$ cat config.mk
export PLATFORM = sky130hd
export DESIGN_NAME = aes_key_sched
export DESIGN_NICKNAME = d
export VERILOG_FILES = /design/src/rtl/aes_pkg.sv /design/src/rtl/aes_sbox.sv /design/src/rtl/aes_key_sched.sv
export SDC_FILE = /design/constraint.sdc
export NUM_CORES = 1
export LEC_CHECK = 0
export CELL_PAD_IN_SITES_DETAIL_PLACEMENT = 1
export CELL_PAD_IN_SITES_GLOBAL_PLACEMENT = 2
export CORE_ASPECT_RATIO = 0.75
export CORE_MARGIN = 2
export CORE_UTILIZATION = 33
export CTS_BUF_LIST = sky130_fd_sc_hd__clkbuf_4
export CTS_CLUSTER_SIZE = 28
export DETAILED_ROUTE_END_ITERATION = 8
export PLACE_DENSITY = 0.95
export SYNTH_ARGS = -nofsm -noshare
export SYNTH_HDL_FRONTEND = slang
export SYNTH_SLANG_ARGS = --single-unit
$ cat constraint.sdc
create_clock -name clk -period 14 [get_ports clk]
set_clock_uncertainty 0.15 [all_clocks]
set_input_delay 2.1 -clock clk [delete_from_list [all_inputs] [get_ports clk]]
set_output_delay 2.1 -clock clk [all_outputs]
set_load 0.05 [all_outputs]
$ cat src/rtl/aes_pkg.sv
// rtl/aes_pkg.sv - shared AES-128 types, constants and byte helpers
package aes_pkg;

    typedef enum logic [1:0] {
        IDLE = 2'd0,
        SUB  = 2'd1,
        XOR  = 2'd2
    } state_e;

    localparam logic [3:0] NR        = 4'd10;
    localparam logic [7:0] RCON_INIT = 8'h01;
    localparam int         BYTE_W    = 8;
    localparam int         WORD_W    = 32;
    localparam int         KEY_W     = 128;

    function automatic logic [BYTE_W-1:0] xtime(input logic [BYTE_W-1:0] x);
        return {x[6:0], 1'b0} ^ (x[7] ? 8'h1b : 8'h00);
    endfunction

    // Byte 0 is the most significant byte of a word.
    function automatic logic [BYTE_W-1:0] word_byte(input logic [WORD_W-1:0] w,
                                                    input logic [1:0] i);
        case (i)
            2'd0:    return w[31:24];
            2'd1:    return w[23:16];
            2'd2:    return w[15:8];
            default: return w[7:0];
        endcase
    endfunction

    // Word 0 is the most significant word of a key.
    function automatic logic [WORD_W-1:0] key_word(input logic [KEY_W-1:0] k,
                                                   input logic [1:0] i);
        case (i)
            2'd0:    return k[127:96];
            2'd1:    return k[95:64];
            2'd2:    return k[63:32];
            default: return k[31:0];
        endcase
    endfunction

endpackage

$ cat src/rtl/aes_sbox.sv
// rtl/aes_sbox.sv - combinational AES forward S-box
module aes_sbox (
    input  logic [7:0] a,
    output logic [7:0] y
);

    always_comb begin
        y = 8'h00;
        case (a)
            8'h00: y = 8'h63; 8'h01: y = 8'h7c; 8'h02: y = 8'h77; 8'h03: y = 8'h7b; 8'h04: y = 8'hf2; 8'h05: y = 8'h6b; 8'h06: y = 8'h6f; 8'h07: y = 8'hc5;
            8'h08: y = 8'h30; 8'h09: y = 8'h01; 8'h0a: y = 8'h67; 8'h0b: y = 8'h2b; 8'h0c: y = 8'hfe; 8'h0d: y = 8'hd7; 8'h0e: y = 8'hab; 8'h0f: y = 8'h76;
            8'h10: y = 8'hca; 8'h11: y = 8'h82; 8'h12: y = 8'hc9; 8'h13: y = 8'h7d; 8'h14: y = 8'hfa; 8'h15: y = 8'h59; 8'h16: y = 8'h47; 8'h17: y = 8'hf0;
            8'h18: y = 8'had; 8'h19: y = 8'hd4; 8'h1a: y = 8'ha2; 8'h1b: y = 8'haf; 8'h1c: y = 8'h9c; 8'h1d: y = 8'ha4; 8'h1e: y = 8'h72; 8'h1f: y = 8'hc0;
            8'h20: y = 8'hb7; 8'h21: y = 8'hfd; 8'h22: y = 8'h93; 8'h23: y = 8'h26; 8'h24: y = 8'h36; 8'h25: y = 8'h3f; 8'h26: y = 8'hf7; 8'h27: y = 8'hcc;
            8'h28: y = 8'h34; 8'h29: y = 8'ha5; 8'h2a: y = 8'he5; 8'h2b: y = 8'hf1; 8'h2c: y = 8'h71; 8'h2d: y = 8'hd8; 8'h2e: y = 8'h31; 8'h2f: y = 8'h15;
            8'h30: y = 8'h04; 8'h31: y = 8'hc7; 8'h32: y = 8'h23; 8'h33: y = 8'hc3; 8'h34: y = 8'h18; 8'h35: y = 8'h96; 8'h36: y = 8'h05; 8'h37: y = 8'h9a;
            8'h38: y = 8'h07; 8'h39: y = 8'h12; 8'h3a: y = 8'h80; 8'h3b: y = 8'he2; 8'h3c: y = 8'heb; 8'h3d: y = 8'h27; 8'h3e: y = 8'hb2; 8'h3f: y = 8'h75;
            8'h40: y = 8'h09; 8'h41: y = 8'h83; 8'h42: y = 8'h2c; 8'h43: y = 8'h1a; 8'h44: y = 8'h1b; 8'h45: y = 8'h6e; 8'h46: y = 8'h5a; 8'h47: y = 8'ha0;
            8'h48: y = 8'h52; 8'h49: y = 8'h3b; 8'h4a: y = 8'hd6; 8'h4b: y = 8'hb3; 8'h4c: y = 8'h29; 8'h4d: y = 8'he3; 8'h4e: y = 8'h2f; 8'h4f: y = 8'h84;
            8'h50: y = 8'h53; 8'h51: y = 8'hd1; 8'h52: y = 8'h00; 8'h53: y = 8'hed; 8'h54: y = 8'h20; 8'h55: y = 8'hfc; 8'h56: y = 8'hb1; 8'h57: y = 8'h5b;
            8'h58: y = 8'h6a; 8'h59: y = 8'hcb; 8'h5a: y = 8'hbe; 8'h5b: y = 8'h39; 8'h5c: y = 8'h4a; 8'h5d: y = 8'h4c; 8'h5e: y = 8'h58; 8'h5f: y = 8'hcf;
            8'h60: y = 8'hd0; 8'h61: y = 8'hef; 8'h62: y = 8'haa; 8'h63: y = 8'hfb; 8'h64: y = 8'h43; 8'h65: y = 8'h4d; 8'h66: y = 8'h33; 8'h67: y = 8'h85;
            8'h68: y = 8'h45; 8'h69: y = 8'hf9; 8'h6a: y = 8'h02; 8'h6b: y = 8'h7f; 8'h6c: y = 8'h50; 8'h6d: y = 8'h3c; 8'h6e: y = 8'h9f; 8'h6f: y = 8'ha8;
            8'h70: y = 8'h51; 8'h71: y = 8'ha3; 8'h72: y = 8'h40; 8'h73: y = 8'h8f; 8'h74: y = 8'h92; 8'h75: y = 8'h9d; 8'h76: y = 8'h38; 8'h77: y = 8'hf5;
            8'h78: y = 8'hbc; 8'h79: y = 8'hb6; 8'h7a: y = 8'hda; 8'h7b: y = 8'h21; 8'h7c: y = 8'h10; 8'h7d: y = 8'hff; 8'h7e: y = 8'hf3; 8'h7f: y = 8'hd2;
            8'h80: y = 8'hcd; 8'h81: y = 8'h0c; 8'h82: y = 8'h13; 8'h83: y = 8'hec; 8'h84: y = 8'h5f; 8'h85: y = 8'h97; 8'h86: y = 8'h44; 8'h87: y = 8'h17;
            8'h88: y = 8'hc4; 8'h89: y = 8'ha7; 8'h8a: y = 8'h7e; 8'h8b: y = 8'h3d; 8'h8c: y = 8'h64; 8'h8d: y = 8'h5d; 8'h8e: y = 8'h19; 8'h8f: y = 8'h73;
            8'h90: y = 8'h60; 8'h91: y = 8'h81; 8'h92: y = 8'h4f; 8'h93: y = 8'hdc; 8'h94: y = 8'h22; 8'h95: y = 8'h2a; 8'h96: y = 8'h90; 8'h97: y = 8'h88;
            8'h98: y = 8'h46; 8'h99: y = 8'hee; 8'h9a: y = 8'hb8; 8'h9b: y = 8'h14; 8'h9c: y = 8'hde; 8'h9d: y = 8'h5e; 8'h9e: y = 8'h0b; 8'h9f: y = 8'hdb;
            8'ha0: y = 8'he0; 8'ha1: y = 8'h32; 8'ha2: y = 8'h3a; 8'ha3: y = 8'h0a; 8'ha4: y = 8'h49; 8'ha5: y = 8'h06; 8'ha6: y = 8'h24; 8'ha7: y = 8'h5c;
            8'ha8: y = 8'hc2; 8'ha9: y = 8'hd3; 8'haa: y = 8'hac; 8'hab: y = 8'h62; 8'hac: y = 8'h91; 8'had: y = 8'h95; 8'hae: y = 8'he4; 8'haf: y = 8'h79;
            8'hb0: y = 8'he7; 8'hb1: y = 8'hc8; 8'hb2: y = 8'h37; 8'hb3: y = 8'h6d; 8'hb4: y = 8'h8d; 8'hb5: y = 8'hd5; 8'hb6: y = 8'h4e; 8'hb7: y = 8'ha9;
            8'hb8: y = 8'h6c; 8'hb9: y = 8'h56; 8'hba: y = 8'hf4; 8'hbb: y = 8'hea; 8'hbc: y = 8'h65; 8'hbd: y = 8'h7a; 8'hbe: y = 8'hae; 8'hbf: y = 8'h08;
            8'hc0: y = 8'hba; 8'hc1: y = 8'h78; 8'hc2: y = 8'h25; 8'hc3: y = 8'h2e; 8'hc4: y = 8'h1c; 8'hc5: y = 8'ha6; 8'hc6: y = 8'hb4; 8'hc7: y = 8'hc6;
            8'hc8: y = 8'he8; 8'hc9: y = 8'hdd; 8'hca: y = 8'h74; 8'hcb: y = 8'h1f; 8'hcc: y = 8'h4b; 8'hcd: y = 8'hbd; 8'hce: y = 8'h8b; 8'hcf: y = 8'h8a;
            8'hd0: y = 8'h70; 8'hd1: y = 8'h3e; 8'hd2: y = 8'hb5; 8'hd3: y = 8'h66; 8'hd4: y = 8'h48; 8'hd5: y = 8'h03; 8'hd6: y = 8'hf6; 8'hd7: y = 8'h0e;
            8'hd8: y = 8'h61; 8'hd9: y = 8'h35; 8'hda: y = 8'h57; 8'hdb: y = 8'hb9; 8'hdc: y = 8'h86; 8'hdd: y = 8'hc1; 8'hde: y = 8'h1d; 8'hdf: y = 8'h9e;
            8'he0: y = 8'he1; 8'he1: y = 8'hf8; 8'he2: y = 8'h98; 8'he3: y = 8'h11; 8'he4: y = 8'h69; 8'he5: y = 8'hd9; 8'he6: y = 8'h8e; 8'he7: y = 8'h94;
            8'he8: y = 8'h9b; 8'he9: y = 8'h1e; 8'hea: y = 8'h87; 8'heb: y = 8'he9; 8'hec: y = 8'hce; 8'hed: y = 8'h55; 8'hee: y = 8'h28; 8'hef: y = 8'hdf;
            8'hf0: y = 8'h8c; 8'hf1: y = 8'ha1; 8'hf2: y = 8'h89; 8'hf3: y = 8'h0d; 8'hf4: y = 8'hbf; 8'hf5: y = 8'he6; 8'hf6: y = 8'h42; 8'hf7: y = 8'h68;
            8'hf8: y = 8'h41; 8'hf9: y = 8'h99; 8'hfa: y = 8'h2d; 8'hfb: y = 8'h0f; 8'hfc: y = 8'hb0; 8'hfd: y = 8'h54; 8'hfe: y = 8'hbb; 8'hff: y = 8'h16;
            default: y = 8'h00;
        endcase
    end

endmodule

$ cat src/rtl/aes_key_sched.sv
// rtl/aes_key_sched.sv - iterative AES-128 round-key expansion, one S-box byte per cycle
module aes_key_sched
    import aes_pkg::*;
(
    input  logic             clk,
    input  logic             res,
    input  logic             key_ld,
    input  logic [KEY_W-1:0] key_in,
    input  logic             nxt,
    output logic [KEY_W-1:0] rk,
    output logic [3:0]       rnd,
    output logic             vld,
    output logic             busy,
    output logic             done
);

    state_e              state_q, state_d;
    logic [1:0]          idx_q, idx_d;
    logic [WORD_W-1:0]   tmp_q, tmp_d;
    logic [KEY_W-1:0]    rk_q, rk_d;
    logic [3:0]          rnd_q, rnd_d;
    logic [BYTE_W-1:0]   rcon_q, rcon_d;
    logic                vld_q, vld_d;
    logic                busy_q, busy_d;
    logic                done_q, done_d;

    logic [WORD_W-1:0]   w0, w1, w2, w3, rot_w3, t_w;
    logic [WORD_W-1:0]   w0_n, w1_n, w2_n, w3_n;
    logic [BYTE_W-1:0]   sbox_in, sbox_out;

    assign w0      = key_word(rk_q, 2'd0);
    assign w1      = key_word(rk_q, 2'd1);
    assign w2      = key_word(rk_q, 2'd2);
    assign w3      = key_word(rk_q, 2'd3);
    assign rot_w3  = {w3[23:0], w3[31:24]};
    assign sbox_in = word_byte(rot_w3, idx_q);

    assign t_w  = tmp_q ^ {rcon_q, 24'h000000};
    assign w0_n = w0 ^ t_w;
    assign w1_n = w1 ^ w0_n;
    assign w2_n = w2 ^ w1_n;
    assign w3_n = w3 ^ w2_n;

    aes_sbox u_sbox (
        .a (sbox_in),
        .y (sbox_out)
    );

    always_comb begin
        state_d = state_q;
        idx_d   = idx_q;
        tmp_d   = tmp_q;
        rk_d    = rk_q;
        rnd_d   = rnd_q;
        rcon_d  = rcon_q;
        vld_d   = 1'b0;
        busy_d  = busy_q;
        done_d  = done_q;

        // A load overrides everything, including an expansion in flight.
        if (key_ld) begin
            state_d = IDLE;
            idx_d   = 2'd0;
            tmp_d   = '0;
            rk_d    = key_in;
            rnd_d   = 4'd0;
            rcon_d  = RCON_INIT;
            vld_d   = 1'b1;
            busy_d  = 1'b0;
            done_d  = 1'b0;
        end else begin
            case (state_q)
                IDLE: begin
                    if (nxt && (rnd_q < NR)) begin
                        state_d = SUB;
                        idx_d   = 2'd0;
                        busy_d  = 1'b1;
                    end
                end
                SUB: begin
                    case (idx_q)
                        2'd0:    tmp_d[31:24] = sbox_out;
                        2'd1:    tmp_d[23:16] = sbox_out;
                        2'd2:    tmp_d[15:8]  = sbox_out;
                        default: tmp_d[7:0]   = sbox_out;
                    endcase
                    idx_d = idx_q + 2'd1;
                    if (idx_q == 2'd3) begin
                        state_d = XOR;
                    end
                end
                XOR: begin
                    rk_d    = {w0_n, w1_n, w2_n, w3_n};
                    rnd_d   = rnd_q + 4'd1;
                    rcon_d  = xtime(rcon_q);
                    vld_d   = 1'b1;
                    busy_d  = 1'b0;
                    done_d  = ((rnd_q + 4'd1) == NR);
                    state_d = IDLE;
                end
                default: state_d = IDLE;
            endcase
        end
    end

    always_ff @(posedge clk or posedge res) begin
        if (res) begin
            state_q <= IDLE;
            idx_q   <= 2'd0;
            tmp_q   <= '0;
            rk_q    <= '0;
            rnd_q   <= 4'd0;
            rcon_q  <= RCON_INIT;
            vld_q   <= 1'b0;
            busy_q  <= 1'b0;
            done_q  <= 1'b0;
        end else begin
            state_q <= state_d;
            idx_q   <= idx_d;
            tmp_q   <= tmp_d;
            rk_q    <= rk_d;
            rnd_q   <= rnd_d;
            rcon_q  <= rcon_d;
            vld_q   <= vld_d;
            busy_q  <= busy_d;
            done_q  <= done_d;
        end
    end

    assign rk   = rk_q;
    assign rnd  = rnd_q;
    assign vld  = vld_q;
    assign busy = busy_q;
    assign done = done_q;

endmodule

==> reports/metrics.cfg, run 1 <==
[sta]
final_max_slew_viol_count=0
whs_ns=0.371
min_period_ns=5.61
tightest_slew_ns=1.30
rsz0062_at_grt=no
hold_violations=0
slew_headroom_pct=13.7
fin_crit_sh_pct=40.1
finalSetupViolations=0
tns_ns=0
fmax_mhz=178

[synth]
syn_avg_cell_area_um2=7.95
yosysWarnings=0
yosysTopAreaCell=dfrtp_1
syn_nets=1725
synth_area_mm2=0.0126
synth_cell_types=67
ys_seq_area_share_pct=35.7
async_flop_share_pct=100
synth_top_area_share_pct=35.5
synth_edf_count=0
ys_ff_latch=179
synth.area.top_cells=dfrtp_1, xnor2_1, o21ai_0, nand2_1, xor2_1
synth_flop_cell=dfrtp_1
synthCells=1579

[cells_and_area]
fin_cells=2288
area_growth_pct=26.7
layout-drive-gt1-share_pct=4.15
nNetsFinal=1916
fillerInstances=4519

[worst_setup_path]
cp_top_family=compound AO/OA/AOI/OAI gates
startpoint=idx_q[0]
path_depth=13
start_kind=flip-flop
path_class=reg -> reg
critPathMaxFanout=29
crit_path_end_kind=flip-flop
rr_startpoint=idx_q[0]
critPathSlowestCell=o32ai_1
critPathBufInv=4
max_stage_delay_ns=0.81
path_cells=ha_1, inv_1, mux2i_4, buf_4, ha_1, clkinv_1, a211oi_1, buf_4, o32ai_1, o211ai_1, a31oi_1, o32ai_1, o21ai_0
ff2ff_path_depth=13
cp_data_required_time_ns=14.33
arrival_ns=5.94

[routing]
dr.pass1.iters=5
drt_iter0_drc=1737
ant_nets=0
drc=0
vias=13500
routed_wl_um=58200
via_per_inst=5.90
detail_route.wl_per_cell_um=25.4

[clock_network]
h-tree-depth=4
ctsResizeCount=0
cts_inserted_buffers=17
holdBufCountCts=0
path_clk_slew_ns=0.15
clk_path_buf_depth=2
cts-root-buf=clkbuf_4
worstSkewPairLatency_ns=0.64
post-cts-setup-buffers=0
cts_tree=done
cts_sinks=179

[pwr]
pwr_density_cell_mw_per_mm2=111
max-vdd-ir-drop_uv=49.4
p_leak_nw=5.99

[global_routing]
antenna_found_initial=3
grt_use_total_pct=28.8
grt_pass1_vias=13400
overflow=0
grt_pass1_wl_um=87700
grt_max_degree=135

[die]
fp.coreArea_mm2=0.0372
fp.dieArea_mm2=0.0396
die-height_um=173
die_w_um=229
io_pins=267
rows=61
start_util_pct=33.7

[worst_hold_path]
hold_depth=2
hp-start=rcon_q[0]
hp-class=reg -> reg

[placed_design]
place_inst=2255
gp_congestion=1.06
portBuffers=266
dpl.hpwl_um=42100

[job]
cap_viol_max_count=0

[run_status]
status=completed

-- per-layer routing --
metal | global-route usage [%] | up-vias | wire length (um)
li1 | - | 5898 | -
met1 | 40.8 | 6740 | 25500
met2 | 42.2 | 745 | 24900
met3 | 9.71 | 106 | 6510
met4 | 6.82 | 4 | 1290
met5 | 0 | - | 23
-- where the power goes --
part / internal, W / switching [W]
registers: 0.000556 / 0.0000577
clock network: 0.0000907 / 0.000190
logic: 0.000274 / 0.000594
-- cells in the mapped netlist (20+ instances only) --
library cell / n
a211oi_1: 20
nor2_1: 144
nand3b_1: 29
clkbuf_1: 89
nand2_1: 258
nand3_1: 21
xor2_1: 110
dfrtp_1: 178
xnor2_1: 125
o21ai_0: 217
o31ai_1: 20
a21oi_1: 81
nor3_1: 33
-- placed cells by master, fill, tap and decap left out, types with 4 or more instances in the layout --
| cell | count |
|---|---|
| clkdlybuf4s50_1 | 265 |
| a211oi_1 | 19 |
| ha_1 | 14 |
| xor2_1 | 110 |
| clkinv_1 | 6 |
| nor2_1 | 144 |
| o22ai_1 | 8 |
| o32ai_1 | 6 |
| nor4_1 | 4 |
| clkbuf_4 | 20 |
| inv_1 | 14 |
| nand3_1 | 21 |
| nor3_1 | 33 |
| o21ai_0 | 217 |
| a31oi_1 | 14 |
| mux2i_1 | 4 |
| o221ai_1 | 7 |
| and2_1 | 11 |
| o211ai_1 | 16 |
| nand2b_1 | 4 |
| a21oi_1 | 79 |
| a222oi_1 | 4 |
| a311oi_1 | 9 |
| nand4_1 | 7 |
| nand2_1 | 257 |
| o31ai_1 | 20 |
| buf_4 | 27 |
| o311ai_0 | 5 |
| nand3b_1 | 29 |
| a2111oi_0 | 7 |
| a211o_1 | 5 |
| a221oi_1 | 15 |
| a22oi_1 | 7 |
| xnor2_1 | 125 |
| nor2b_1 | 4 |
| dfrtp_1 | 178 |
-- cell type report --
cell class | instances | area [um^2] | area share, %
sequential | 179 | 4480 | 28.2
inverter | 18 | 75.1 | 0.472
timing repair buffer | 293 | 2870 | 18.0
clock inverter | 12 | 91.3 | 0.574
clock buffer | 20 | 150 | 0.944
tap | 504 | 631 | 3.96
multi-input combinational | 1261 | 7610 | 47.8
antenna | 1 | 2.50 | 0.0157
-- through the flow --
step | power [W] | setup WS, ns | cell area, um^2 | utilization (%)
3_3_place_gp | 0.00146 | 8.44 | 15700 | 42.0
2_1_floorplan | 0.00112 | 6.89 | 12600 | -
5_1_grt | 0.00183 | 8.17 | 15900 | 42.7
6_report | 0.00176 | 8.39 | 15900 | 42.7
4_1_cts | 0.00174 | 8.46 | 15900 | 42.7
3_5_place_dp | 0.00146 | 8.53 | 15700 | 42.1
-- sequential cells by signal, summed over array words and instances (netlist names) --
name     flops
rnd          4
idx_q        2
rcon_q       8
tmp_q       32
done         1
rk         128
vld          1
busy         1
state_q      2
-- logic make-up (layout without fill, tap and decap cells) --
kind of cell	Yosys count	count (layout)	share of synthesized area, %
buf+inv	139	343	4.29
other cells	0	1	0
flops	179	179	35.7
compound gates	478	478	23.5
xor+xnor	235	235	16.4
fa+ha+maj	14	14	1.40
mux	10	10	0.857
simple gates	524	524	17.9
-- worst reg2reg max path, cell delays in order, from the launching register on --
cell	delay, ns
dfrtp_1	0.46
ha_1	0.53
inv_1	0.43
mux2i_4	0.31
buf_4	0.28
ha_1	0.59
clkinv_1	0.52
a211oi_1	0.42
buf_4	0.23
o32ai_1	0.10
o211ai_1	0.29
a31oi_1	0.08
o32ai_1	0.81
o21ai_0	0.25
-- final timing paths --
kind | slack [ns] | to
worst max-delay path | 8.39 | tmp_q[13]
worst min-delay path | 0.37 | rcon_q[0]
worst max register to register | 8.39 | tmp_q[13]
worst min register to register | 0.37 | rcon_q[0]
max in group asynchronous | 10.50 | rk[75]
min in group asynchronous | 1.85 | rk[94]
No activity file was read; power rests on OpenSTA's default activity.
==> run 2: changes to the inputs <==
--- a/config.mk
+++ b/config.mk
@@ -9,11 +9,11 @@
 export CELL_PAD_IN_SITES_GLOBAL_PLACEMENT = 2
 export CORE_ASPECT_RATIO = 0.75
 export CORE_MARGIN = 2
-export CORE_UTILIZATION = 33
+export CORE_UTILIZATION = 31
 export CTS_BUF_LIST = sky130_fd_sc_hd__clkbuf_4
 export CTS_CLUSTER_SIZE = 28
 export DETAILED_ROUTE_END_ITERATION = 8
-export PLACE_DENSITY = 0.95
+export PLACE_DENSITY = 0.94
 export SYNTH_ARGS = -nofsm -noshare
 export SYNTH_HDL_FRONTEND = slang
 export SYNTH_SLANG_ARGS = --single-unit
==> constraint.sdc (replaced) <==
create_clock -name clk -period 5.6 [get_ports clk]
set_clock_uncertainty 0.15 [all_clocks]
set_input_delay 0.84 -clock clk [delete_from_list [all_inputs] [get_ports clk]]
set_output_delay 0.84 -clock clk [all_outputs]
set_load 0.05 [all_outputs]
==> reports/metrics.cfg, run 2 (synthesized netlist as in run 1, its figures left out) <==
[global_routing]
grt_pass1_vias=13800  ; was 13400
overflow=0  ; unchanged
grt_max_degree=194  ; was 135
grt_use_total_pct=28.6  ; was 28.8%
grt_pass1_wl_um=90300  ; was 87700 um
antenna_found_initial=2  ; was 3

[die]
fp.coreArea_mm2=0.0397  ; was 0.0372 mm^2
die-height_um=178  ; was 173 um
rows=63  ; was 61
die_w_um=236  ; was 229 um
fp.dieArea_mm2=0.0421  ; was 0.0396 mm^2
start_util_pct=31.6  ; was 33.7%
io_pins=267  ; unchanged

[worst_setup_path]
cp_data_required_time_ns=5.98  ; was 14.33 ns
path_class=reg -> reg  ; unchanged
critPathMaxFanout=16  ; was 29
reg2reg_to=tmp_q[14]  ; was tmp_q[13]
arrival_ns=5.44  ; was 5.94 ns
r2r_setup_slack_ns=0.54  ; was 8.39 ns
start_kind=flip-flop  ; unchanged
ff2ff_path_depth=13  ; unchanged
crit_path_end_kind=flip-flop  ; unchanged
rr_startpoint=idx_q[0]  ; unchanged

[clock_network]
h-tree-depth=4  ; unchanged
cts_tree=done  ; unchanged
post-cts-setup-buffers=0  ; unchanged
path_clk_slew_ns=0.14  ; was 0.15 ns
cts-root-buf=clkbuf_4  ; unchanged
worstSkewPairLatency_ns=0.63  ; was 0.64 ns
cts_sinks=179  ; unchanged
holdBufCountCts=0  ; unchanged
cts_inserted_buffers=17  ; unchanged
ctsResizeCount=0  ; unchanged
clk_path_buf_depth=2  ; unchanged

[run_status]
status=completed  ; unchanged

[cells_and_area]
layout_common_cells=clkdlybuf4s50_1, nand2_1, o21ai_0  ; unchanged
design_area_mm2=0.0162  ; was 0.0159 mm^2
area_growth_pct=29.2  ; was 26.7%
fillerInstances=4787  ; was 4519
layout-drive-gt1-share_pct=5.63  ; was 4.15%
largest_register_ffs=128  ; unchanged
mostFrequentLayoutCell=clkdlybuf4s50_1  ; unchanged
regArea_mm2=0.00448  ; unchanged
multi_input_area_mm2=0.00759  ; was 0.00761 mm^2
nNetsFinal=1945  ; was 1916

[sta]
slew_headroom_pct=14.2  ; was 13.7%
tns_ns=0  ; unchanged
min_period_ns=5.06  ; was 5.61 ns
finalSetupViolations=0  ; unchanged
hold_violations=0  ; unchanged
fmax_mhz=198  ; was 178 MHz
tightest_slew_ns=1.28  ; was 1.30 ns
fin_ws_ns=0.541  ; was 8.39 ns
final_max_slew_viol_count=0  ; unchanged
rsz0062_at_grt=no  ; unchanged
fin_crit_sh_pct=90.3  ; was 40.1%

[routing]
vias=13600  ; was 13500
via_per_inst=5.83  ; was 5.90
ant_nets=0  ; unchanged
drc=0  ; unchanged
routed_wl_um=61400  ; was 58200 um
drt_iter0_drc=1284  ; was 1737
dr.pass1.iters=8  ; was 5
detail_route.wl_per_cell_um=26.3  ; was 25.4 um

[placed_design]
dpl_cell_area_mm2=0.0159  ; was 0.0157 mm^2
portBuffers=266  ; unchanged
gp_congestion=1.04  ; was 1.06
place_ws_ns=0.825  ; was 8.53 ns
dpl.hpwl_um=45000  ; was 42100 um

[worst_hold_path]
hp-class=reg -> reg  ; unchanged
hold_path_end=rcon_q[0]  ; unchanged
hold_depth=2  ; unchanged
hp-start=rcon_q[0]  ; unchanged

[job]
cap_viol_max_count=0  ; unchanged

[pwr]
max-vdd-ir-drop_uv=170  ; was 49.4 uV
p_leak_nw=6.17  ; was 5.99 nW
pwr_density_cell_mw_per_mm2=284  ; was 111 mW/mm^2

## run 2: cell types whose count changed in the layout (fill, tap and decap cells not counted), sizes merged
| cell | delta |
|---|---|
| clkinv | -1 |
| buf | +29 |
| bufinv | +2 |
| diode | +1 |
| inv | -1 |
| clkbuf | -1 |
## run 2: metrics by stage
stage | power, W | hold slack, ns | instances | utilization (%)
after global routing | 0.00478 | 0.403 | 2332 | 40.8
after CTS | 0.00455 | 0.372 | 2331 | 40.8
after global placement | 0.00377 | 0.346 | 2300 | 40.1
after floorplan | 0.00281 | 0.334 | 1579 | -
final | 0.00460 | 0.371 | 2333 | 40.8
after detailed placement | 0.00376 | 0.353 | 2300 | 40.1
## run 2: worst max-delay path by stage
stage | to | from | cells after the start
final | tmp_q[14] | idx_q[0] | 13
after global routing | tmp_q[14] | idx_q[0] | 13
after CTS | tmp_q[14] | idx_q[0] | 13
after detailed placement | tmp_q[14] | idx_q[0] | 13
after global placement | tmp_q[4] | idx_q[0] | 12
after floorplan | tmp_q[15] | idx_q[0] | 17
## run 2: report_power, final
part	leakage [nW]	switching, W	internal [W]
Clock	0.151	0.000473	0.000311
Sequential	2.25	0.000144	0.00139
Combinational	3.76	0.00155	0.000737
Total	6.17	0.00216	0.00244
## run 2: cell type report
type	count	area share, %
Timing Repair Buffer	322	19.3
Multi-Input combinational cell	1261	46.8
Inverter	18	0.440
Antenna cell	2	0.0309
Clock inverter	12	0.864
Clock buffer	19	0.879
Sequential cell	179	27.6
Tap cell	520	4.01
## run 2: layer usage
metal  global-route usage, %  vias to the layer above  wire (um)
met2                    41.4                      710      26000
met4                    11.2                        2       2150
met5                       0                        -         11
li1                        -                     5952          -
met1                    39.3                     6812      26400
met3                    9.35                      128       6830
## run 2: critical path, cell delays in order (launching register included)
cell and delay (ns):
dfrtp_1 0.47, ha_1 0.56, inv_1 0.43, mux2i_2 0.55
ha_1 0.52, clkinv_1 0.51, a211oi_1 0.34, buf_4 0.23
o21ai_0 0.09, a31oi_1 0.24, o21ai_0 0.14, a31oi_1 0.21
o22ai_1 0.20, o21ai_0 0.29
